File: config.mk
export PLATFORM = sky130hd
export DESIGN_NAME = encoder_code_fifo
export DESIGN_NICKNAME = d
export VERILOG_FILES = /design/src/rtl/encoder_code_fifo.sv
export SDC_FILE = /design/constraint.sdc
export NUM_CORES = 1
export LEC_CHECK = 0
export ABC_AREA = 1
export BUFFER_PORTS_ARGS = -buffer_cell sky130_fd_sc_hd__buf_4
export CAP_MARGIN = 20
export CORE_ASPECT_RATIO = 1.1
export CORE_MARGIN = 8
export CORE_UTILIZATION = 25
export CTS_BUF_LIST = sky130_fd_sc_hd__clkbuf_16
export CTS_CLUSTER_DIAMETER = 100
export DETAILED_ROUTE_END_ITERATION = 10
export SETUP_SLACK_MARGIN = 0.4
export SYNTH_ARGS = -nofsm -noshare
export SYNTH_HDL_FRONTEND = slang
export SYNTH_SLANG_ARGS = --single-unit
File: constraint.sdc
create_clock -name clk -period 2.71 [get_ports clk]
set_input_delay 0.1355 -clock clk [delete_from_list [all_inputs] [get_ports clk]]
set_output_delay 0.1355 -clock clk [all_outputs]
set_load 0.02 [all_outputs]
File: src/rtl/encoder_code_fifo.sv
// Captures each new valid {V,Y} code from the 4-to-2 encoder into a FWFT FIFO drained over valid/ready.
// Optional overflow drop counter enabled by defining ENCODER_CODE_FIFO_DROP_CNT_EN.
module encoder_code_fifo #(
    parameter int DEPTH = 4,
    parameter int CNT_W = 8
) (
    input  logic                       clk,
    input  logic                       rst_n,
    input  logic                       V,
    input  logic [1:0]                 Y,
    output logic                       out_valid,
    output logic [1:0]                 out_code,
    input  logic                       out_ready,
    output logic                       full,
    output logic                       empty,
    output logic [$clog2(DEPTH):0]     count,
    output logic [CNT_W-1:0]           drop_cnt
);

    localparam int PTR_W = $clog2(DEPTH);
    localparam logic [PTR_W:0]   CNT_FULL = (PTR_W+1)'(DEPTH);
    localparam logic [PTR_W:0]   CNT_ONE  = (PTR_W+1)'(1);
    localparam logic [PTR_W-1:0] PTR_ONE  = PTR_W'(1);

    logic             v_q;
    logic [1:0]       y_q;
    logic [PTR_W-1:0] wr_ptr_q, wr_ptr_d;
    logic [PTR_W-1:0] rd_ptr_q, rd_ptr_d;
    logic [PTR_W:0]   count_q, count_d;
    logic [1:0]       mem_q [DEPTH];

    logic evt;
    logic push;
    logic pop;

    assign empty     = (count_q == '0);
    assign full      = (count_q == CNT_FULL);
    assign count     = count_q;
    assign out_valid = ~empty;
    assign out_code  = empty ? 2'b00 : mem_q[rd_ptr_q];

    // New code: V rising, or Y moving while V stays high.
    assign evt  = V & (~v_q | (Y != y_q));
    assign pop  = out_valid & out_ready;
    assign push = evt & (~full | pop);

    always_comb begin
        wr_ptr_d = wr_ptr_q;
        rd_ptr_d = rd_ptr_q;
        count_d  = count_q;
        if (push) wr_ptr_d = wr_ptr_q + PTR_ONE;
        if (pop)  rd_ptr_d = rd_ptr_q + PTR_ONE;
        case ({push, pop})
            2'b10:   count_d = count_q + CNT_ONE;
            2'b01:   count_d = count_q - CNT_ONE;
            default: count_d = count_q;
        endcase
    end

    always_ff @(posedge clk or negedge rst_n) begin
        if (!rst_n) begin
            v_q      <= 1'b0;
            y_q      <= 2'b00;
            wr_ptr_q <= '0;
            rd_ptr_q <= '0;
            count_q  <= '0;
        end else begin
            v_q      <= V;
            y_q      <= Y;
            wr_ptr_q <= wr_ptr_d;
            rd_ptr_q <= rd_ptr_d;
            count_q  <= count_d;
        end
    end

    // Storage is left uninitialised; out_code masks it while empty.
    always_ff @(posedge clk) begin
        if (push) mem_q[wr_ptr_q] <= Y;
    end

`ifdef ENCODER_CODE_FIFO_DROP_CNT_EN
    localparam logic [CNT_W-1:0] DROP_MAX = {CNT_W{1'b1}};
    localparam logic [CNT_W-1:0] DROP_ONE = CNT_W'(1);

    logic [CNT_W-1:0] drop_cnt_q, drop_cnt_d;

    always_comb begin
        drop_cnt_d = drop_cnt_q;
        if (evt && full && !pop && (drop_cnt_q != DROP_MAX))
            drop_cnt_d = drop_cnt_q + DROP_ONE;
    end

    always_ff @(posedge clk or negedge rst_n) begin
        if (!rst_n) drop_cnt_q <= '0;
        else        drop_cnt_q <= drop_cnt_d;
    end

    assign drop_cnt = drop_cnt_q;
`else
    assign drop_cnt = '0;
`endif

endmodule

Word level (Yosys, flattened, before mapping)
Memories as Yosys holds them, arrays and structs flattened.
Cells that the tools add are included.
- mux-type cells: 4
- equal/unequal tests: 4
- reductions and logical operators: 2
- bitwise operators: 8
- add/subtract/negate cells: 4
- operator list (operator ; count):
    one-hot mux 3 bit (2 select lines) ; 1
    adder 2 x 1 -> 2 bit (second input constant) ; 2
    adder 3 x 1 -> 3 bit (second input constant) ; 1
    AND 1 bit ; 3
    equality test 3 bit (second input constant) ; 1
    logical NOT 3 bit ; 1
    inverter 1 bit ; 3
    subtractor 3 x 1 -> 3 bit (second input constant) ; 1
    equality test 2 x 1 -> 1 bit (second input constant) ; 1
    equality test 2 bit (second input constant) ; 1
    2-to-1 mux 1 bit ; 2
    2-to-1 mux 2 bit ; 1
    != test 2 bit ; 1
    OR 1 bit ; 2
    nonzero test 2 bit ; 1
- memories kept: 1
- output and inout port bits: 16
- bits in writable memories: 8
- bits in registers: 10
- word-level logic and storage cells: 28
- bits of input ports: 6
- memory list (name ; words ; width ; read ports ; clocked after Yosys merged registers in ; write ports ; line ; text):
    mem_q ; 4 ; 2 ; 1 ; 0 ; 1 ; 30 ; logic [1:0] mem_q [DEPTH];

Logic depth before layout (Yosys ltp)
Gate-level depths: netlist (run 1).
- word-level depth: 7
- gate-level depth with buffers: 14
- depth with buffers taken out: 14

Worst setup path after synthesis (run 1)
Ideal clock, no wire load.
- path type: register to register
- start point: register count_q[0] (netlist: count[0])
- end point: register count_q[2] (netlist: count[2])
- cell stages (with the launch flop): 12
- buffers on the path: 0
- clock period less this slack: 1768 ps
- setup time: 117 ps
- setup slack: 942 ps
- data required time: 2593 ps
- arrival time: 1650 ps
- cell sequence: dfrtp_1 > nor2_4 > nand2_2 > nand2_2 > inv_1 > nand2_2 > inv_1 > fa_1 > inv_1 > nand2_1 > nand3_1 > nand2_1
- word-level cells in the longest chain between the ends: 7
- elaborated cells on any way between the ends: 13
- classes of those cells: add/sub (2); eq/ne (3); mux (1); bitwise (5); reduce/logical (2)
- ends and longest elaborated chain (what ; line ; text):
    start: declaration ; 29 ; logic [PTR_W:0] count_q, count_d;
    start signal: assignment ; 72 ; count_q <= count_d;
    logical NOT 3 bit (*) ; 36 ; assign empty = (count_q == '0);
    inverter 1 bit (*) ; 39 ; assign out_valid = ~empty;
    named net out_valid ; 11 ; output logic out_valid,
    AND 1 bit (*) ; 44 ; assign pop = out_valid & out_ready;
    OR 1 bit ; 45 ; assign push = evt & (~full | pop);
    AND 1 bit ; 45 ;
    equality test 2 x 1 -> 1 bit / equality test 2 bit (equally long branches) ; 53 ; case ({push, pop})
    one-hot mux 3 bit (2 select lines) / nonzero test 2 bit (equally long branches) ; n/a ;
The timed path passes the listed nets; every way through them passes the cells marked *.
A chain may end at the register's enable or synchronous reset.

Worst setup path after layout (run 1)
- start point: register count_q[0] (netlist: count[0])
- end point: register count_q[2] (netlist: count[2])
- word-level cells in the longest chain between the ends: 7
- elaborated cells on any way between the ends: 13
- classes of those cells: add/sub (2); eq/ne (3); mux (1); bitwise (5); reduce/logical (2)
- ends and longest elaborated chain (what ; line):
    logical NOT 3 bit ; 36
    inverter 1 bit ; 39
    AND 1 bit ; 44
    OR 1 bit ; 45
    AND 1 bit ; 45
    equality test 2 x 1 -> 1 bit / equality test 2 bit (equally long branches) ; 53
    one-hot mux 3 bit (2 select lines) / nonzero test 2 bit (equally long branches) ; n/a
Parallel ways exist; a longest one is shown, timed or not.

==> reports/results.ini, run 1 <==
[layout]
multiInputGateArea_sq_um = 365
n_fill_cell = 392
drive_gt1_share_pct = 19.5
stdcell_area_sq_mm = 0.00118
nNetsFinal = 135
seq_area_sq_um = 490
syn2layout_area_growth_pct = 22.3
diodes = 0
stdcell_count = 173
final_core_util_pct = 32.0

[detailed_routing]
ant_nets = 0
viasPerCell = 3.75
wl_um = 1610
drt_iter0_markers = 31
wl_per_cell_um = 9.28
drc = 0
vias = 649
firstDrtPassIters = 4

[critical_path]
ff2ff_setup_slack_ns = 0.98
startpoint_type = flip-flop
crit_path_max_incr_delay_ns = 0.46
path_cells = nor2_4, nand2_2, nand2_2, inv_1, nand2_2, inv_1, fa_1, inv_1, nand2_1, nand3_1, nand2_1
cp.buffers_inverters = 3
crit_type = flip-flop to flip-flop
r2r_start = count[0]
end_kind = flip-flop
crit_arrival_ns = 1.87
slowest_stage = dfrtp_1
cp.depth = 11
path_delay_family = simple AND/OR/NAND/NOR gates
endpoint = count[2]
crit_start = count[0]
crit_fanout = 5
rr_endpoint = count[2]
worstPathRequired_ns = 2.85
reg2reg_depth = 11

[placed_design]
gp_congestion = 0.764
portBuffers = 13
postPlaceCellArea_sq_mm = 0.00109
post-place-ws_ns = 0.986
hpwl_um = 1320
placedCellCount = 168

[sta]
finalHoldViolCount = 0
setup_viol = 0
finalWorstPathRequiredPeriod_ns = 1.73
setup_slack_ns = 0.982
post-route-period-util_pct = 63.8
finalMaxSlewViolations = 0
fin_setup_tns_ns = 0
rsz0062_at_grt = no
timing.fmax_mhz = 579
skew_ns = 0.00342

[grt]
antenna_found_initial = 0
grt_max_degree = 11
grt_pass1_wl_um = 2730
globalRouteOverflowTotal = 0
grt_use_total_pct = 5.77
first_global_vias = 664

[power_and_ir_drop]
powerDensity_mw_per_mm2 = 1090
ir_drop_uv = 307
total_leakage_power_uw = 0.000599

[logic_synthesis]
syn_area_per_cell_sq_um = 9.10
ys.warnings.count = 0
synth_cells = 106
ys_seq_area_share_pct = 50.8
syn-cell-area_sq_um = 965
synth_cell_types = 17
synth-seq-cells = 18

[floorplan]
rows = 23
start_util_pct = 26.2
io_pins = 22
dieArea_sq_mm = 0.00610
die_y_um = 81.2
die_w_um = 75.2
fp.coreArea_sq_mm = 0.00368

[clocking]
cts_buffers = 3
ctsResizeCount = 0
clockBufferDepth = 2
clock_latency_ns = 0.25
clk_pin_slew_ns = 0.05
clock_sinks = 18
hold_buffers = 1
cts_tree = yes
post_cts_buffers = 0
root_buffer = clkbuf_16
h-tree-depth = 1

[job]
maxCapViolations = 0

[hold_path]
worstHoldPathType = input pin to flip-flop

[outcome]
status = finished, final reports clean

[power by group]
part	switching [uW]	internal (uW)	leakage [uW]	total, uW
registers	74.8	365	0.000190	440
clock network	95.3	196	0.0000385	291
logic	339	218	0.000370	557
total	509	779	0.000599	1290
[routing by layer]
layer / global-route usage, % / up-vias / share of wire (%)
met5: 0 / - / 0
met4: 3.27 / 0 / 2.7
met3: 2.09 / 4 / 8.5
met2: 9.60 / 18 / 47
met1: 6.16 / 288 / 41
li1: - / 339 / -
[cells in the final DEF, fill, tap and decap left out, drive strengths merged]
cell type / synthesis / layout
a21oi: 3 / 3
buf: 8 / 13
clkbuf: 0 / 3
clkinv: 0 / 1
conb: 1 / 8
dfrtp: 10 / 10
dlygate4sd3: 0 / 1
edfxtp: 8 / 8
fa: 1 / 1
ha: 4 / 4
inv: 20 / 20
nand2: 23 / 23
nand3: 1 / 1
nand4: 1 / 1
nor2: 19 / 19
o211ai: 1 / 1
o21ai: 4 / 4
xor2: 2 / 2
[state kept, by name (all words and copies together), names as in the netlist]
| name | cells |
|---|---|
| count | 3 |
| mem_q | 8 |
| rd_ptr_q | 2 |
| v_q | 1 |
| wr_ptr_q | 2 |
| y_q | 2 |
[how the worst min path moves through the flow]
stage | startpoint | end | slack, ns | depth (start not counted)
2_1_floorplan | rst_n | count[0] | -0.16 | 0
4_1_cts | V | v_q | 0.04 | 1
3_5_place_dp | rst_n | count[2] | -0.02 | 1
3_3_place_gp | rst_n | count[1] | -0.03 | 1
6_report | V | v_q | 0.05 | 1
5_1_grt | V | v_q | 0.04 | 1
[layout make-up]
type	count	area share (%)
flip-flops and latches	18	41.6
clock buffers	3	6.36
inverters	20	6.36
multi-input cells	67	31.0
clock inverters	1	0.318
well taps	50	5.30
repair buffers	14	9.12
[metrics by stage]
stage	power, uW	hold WS (ns)
finish	1290	0.0473
floorplan	825	-0.160
global placement	988	-0.0270
global route	1410	0.0430
detailed placement	1010	-0.0234
CTS	1310	0.0415
[Yosys cell counts]
cell       n  share of area, %
dfrtp_1   10                26
o21ai_0    4               2.1
inv_1     20               7.8
a21oi_1    3               1.6
nand2_2    6               3.9
edfxtp_1   8                25
nand4_1    1              0.65
nor2_1    18               7.0
nand2_1   17               6.6
fa_1       1               2.1
xor2_1     2               1.8
conb_1     1              0.39
nand3_1    1              0.52
nor2_4     1               1.2
o211ai_4   1               2.2
ha_1       4               5.2
buf_4      8               6.2
[cells by family (layout without fill, tap and decap cells)]
kind of cell / count (synthesis) / after routing / synth area share [%]
AOI/OAI and AO/OA: 8 / 8 / 5.84
xor gates and xnor gates: 2 / 2 / 1.82
adders and majority gates: 5 / 5 / 7.26
buffers and inverters: 28 / 38 / 14.0
DFF: 18 / 18 / 50.8
other: 1 / 8 / 0.389
and+or+nand+nor: 44 / 44 / 19.8
Power figures use the tool's default switching activity.
==> run 2, diff against run 1 <==
==> constraint.sdc (replaced) <==
create_clock -name clk -period 1.6 [get_ports clk]
set_input_delay 0.08 -clock clk [delete_from_list [all_inputs] [get_ports clk]]
set_output_delay 0.08 -clock clk [all_outputs]
set_load 0.02 [all_outputs]
==> run 2 against run 1 <==
- die area unchanged
- wire length increased by 22%
- final area increased by 18%
- sequential power increased by 65%
- via count increased by 11%
- first-iteration DRC count decreased by 32%
- clock power increased by 72%
- sequential share of layout area decreased by 6.1 points
- clock skew increased by 0.0032 ns
- critical path depth unchanged
- critical path type unchanged
- largest power group unchanged
- highest routed layer unchanged
==> reports/results.ini, run 2 (synthesized netlist as in run 1, its figures left out) <==
[power_and_ir_drop]
total_leakage_power_uw = 0.000678
p_clk_share_pct = 19.0
internal_power_uw = 1590
powerDensity_mw_per_mm2 = 1890
switching_share_pct = 39.7
seq_power_share_pct = 27.6
combinationalPowerShare_pct = 53.4
switchingPower_uw = 1050
ir_drop_uv = 536

[layout]
largest_reg_flops = 8
diodes = 0
regMostFlops = mem_q
layout_commonest_cell = buf_4
stdcell_count = 187
drive_gt1_share_pct = 39.4
n_fill_cell = 377
syn2layout_area_growth_pct = 44.2
final_core_util_pct = 37.8
layout_common_cells = 18 x buf_4, 14 x inv_1, 14 x nor2_1, 14 x nand2_1
nNetsFinal = 149

[floorplan]
die_w_um = 75.2
io_pins = 22
dieArea_sq_mm = 0.00610
start_util_pct = 26.2
die_y_um = 81.2
rows = 23
fp.coreArea_sq_mm = 0.00368

[placed_design]
post-place-ws_ns = 0.00324
portBuffers = 13
hpwl_um = 1400
placedCellCount = 172
gp_congestion = 0.809

[grt]
antenna_found_initial = 0
grt_max_degree = 11
busiest_layer = met2
globalRouteOverflowTotal = 0
use_met1_pct = 6.98
grt_use_total_pct = 6.63
grtUsageMet2_pct = 11.6
grt_pass1_wl_um = 3080
use_met3_pct = 1.60
first_global_vias = 687

[sta]
finalWorstPathRequiredPeriod_ns = 1.58
finalMaxSlewViolations = 0
skew_ns = 0.00661
setup_viol = 0
post-route-period-util_pct = 98.9
fin_setup_tns_ns = 0
rsz0062_at_grt = yes
timing.fmax_mhz = 632
setup_slack_ns = 0.0173
finalHoldViolCount = 0

[hold_path]
worstHoldEndpoint = mem_q[1][0]
min_from = Y[0]
worstHoldPathType = input pin to flip-flop
worstHoldPathCells = 1

[critical_path]
crit_path_max_incr_delay_ns = 0.42
startpoint_type = flip-flop
crit_type = flip-flop to flip-flop
reg2reg_depth = 11
path_cells = nor2_4, nand2_4, nand2_4, inv_2, nand2_2, inv_2, fa_2, nand2_2, nand2_1, nand2_1, nand2_1
crit_arrival_ns = 1.72
ff2ff_setup_slack_ns = 0.02
crit_fanout = 2
r2r_start = count[0]
worstPathRequired_ns = 1.74
end_kind = flip-flop
critPathMostFrequentCell = nand2_1
rr_endpoint = count[2]
slowest_stage = dfrtp_2

[detailed_routing]
firstDrtPassIters = 4
viasPerCell = 3.87
wl_per_cell_um = 10.4
ant_nets = 0
vias = 723
drt_iter0_markers = 21
drc = 0
wl_um = 1950

[clocking]
root_buffer = clkbuf_16
cts_tree = yes
h-tree-depth = 1
clockBufferDepth = 2
clk_pin_slew_ns = 0.06
cts_buffers = 3
clock_sinks = 18
clock_latency_ns = 0.25

[job]
maxCapViolations = 0

[outcome]
status = finished, final reports clean

==> run 2: cell types whose count changed in the layout (fill, tap and decap cells not counted), sizes merged <==
cell | before | now
dlygate4sd3 | 1 | 4
buf | 13 | 24
==> run 2: worst max-delay path by stage <==
stage          depth (start not counted)      from  slack [ns]        to
2_1_floorplan                         12  count[1]       -0.03  count[2]
3_3_place_gp                          11  count[1]        0.06  count[2]
3_5_place_dp                          11  count[1]       0.003  count[2]
4_1_cts                               11  count[0]        0.06  count[2]
5_1_grt                               13    y_q[1]       -0.09  count[2]
6_report                              11  count[0]        0.02  count[2]
==> run 2: final cells by class <==
class                   count  area, sq um  share of cell area (%)
flip-flops and latches     18          493                    35.4
clock inverters             1         3.75                   0.270
multi-input cells          67          428                    30.8
inverters                  20         77.6                    5.58
well taps                  50         62.6                    4.50
repair buffers             28          251                    18.1
clock buffers               3         75.1                    5.40
==> run 2: critical path: cells and delay by family (launching register included) <==
family / cells / cell delay (ns)
adders and majority gates: 1 / 0.37
buffers and inverters: 2 / 0.08
DFF: 1 / 0.42
and+or+nand+nor: 8 / 0.59
==> run 2: metrics by stage <==
| step | instance area (sq um) | hold WS (ns) | power [uW] |
|---|---|---|---|
| floorplan | 1020 | -0.216 | 1470 |
| global placement | 1150 | -0.0825 | 1820 |
| detailed placement | 1150 | -0.0823 | 1840 |
| CTS | 1350 | 0.0549 | 2570 |
| global route | 1390 | 0.0494 | 2820 |
| finish | 1390 | 0.0574 | 2630 |
==> run 2: timing repair <==
item	4_1_cts	5_1_grt
setup buffers	6	1
gates resized for setup	12	8
endpoints found under the hold margin	13	0
setup endpoints to repair	17	18
hold buffers	4	0
pin swaps	7	7
==> run 2: power by group through the flow <==
stage | registers [uW] | logic [uW] | clock network [uW]
floorplan | 786 | 682 | 0
global placement | 726 | 1090 | 0
global route | 746 | 1540 | 530
detailed placement | 729 | 1110 | 0
finish | 725 | 1410 | 500
CTS | 722 | 1340 | 510
==> run 2: metal layers <==
metal,up-vias,share of wire (%)
met3,2,7.2
li1,368,-
met2,18,54
met1,335,38
met4,0,0.72
met5,-,0
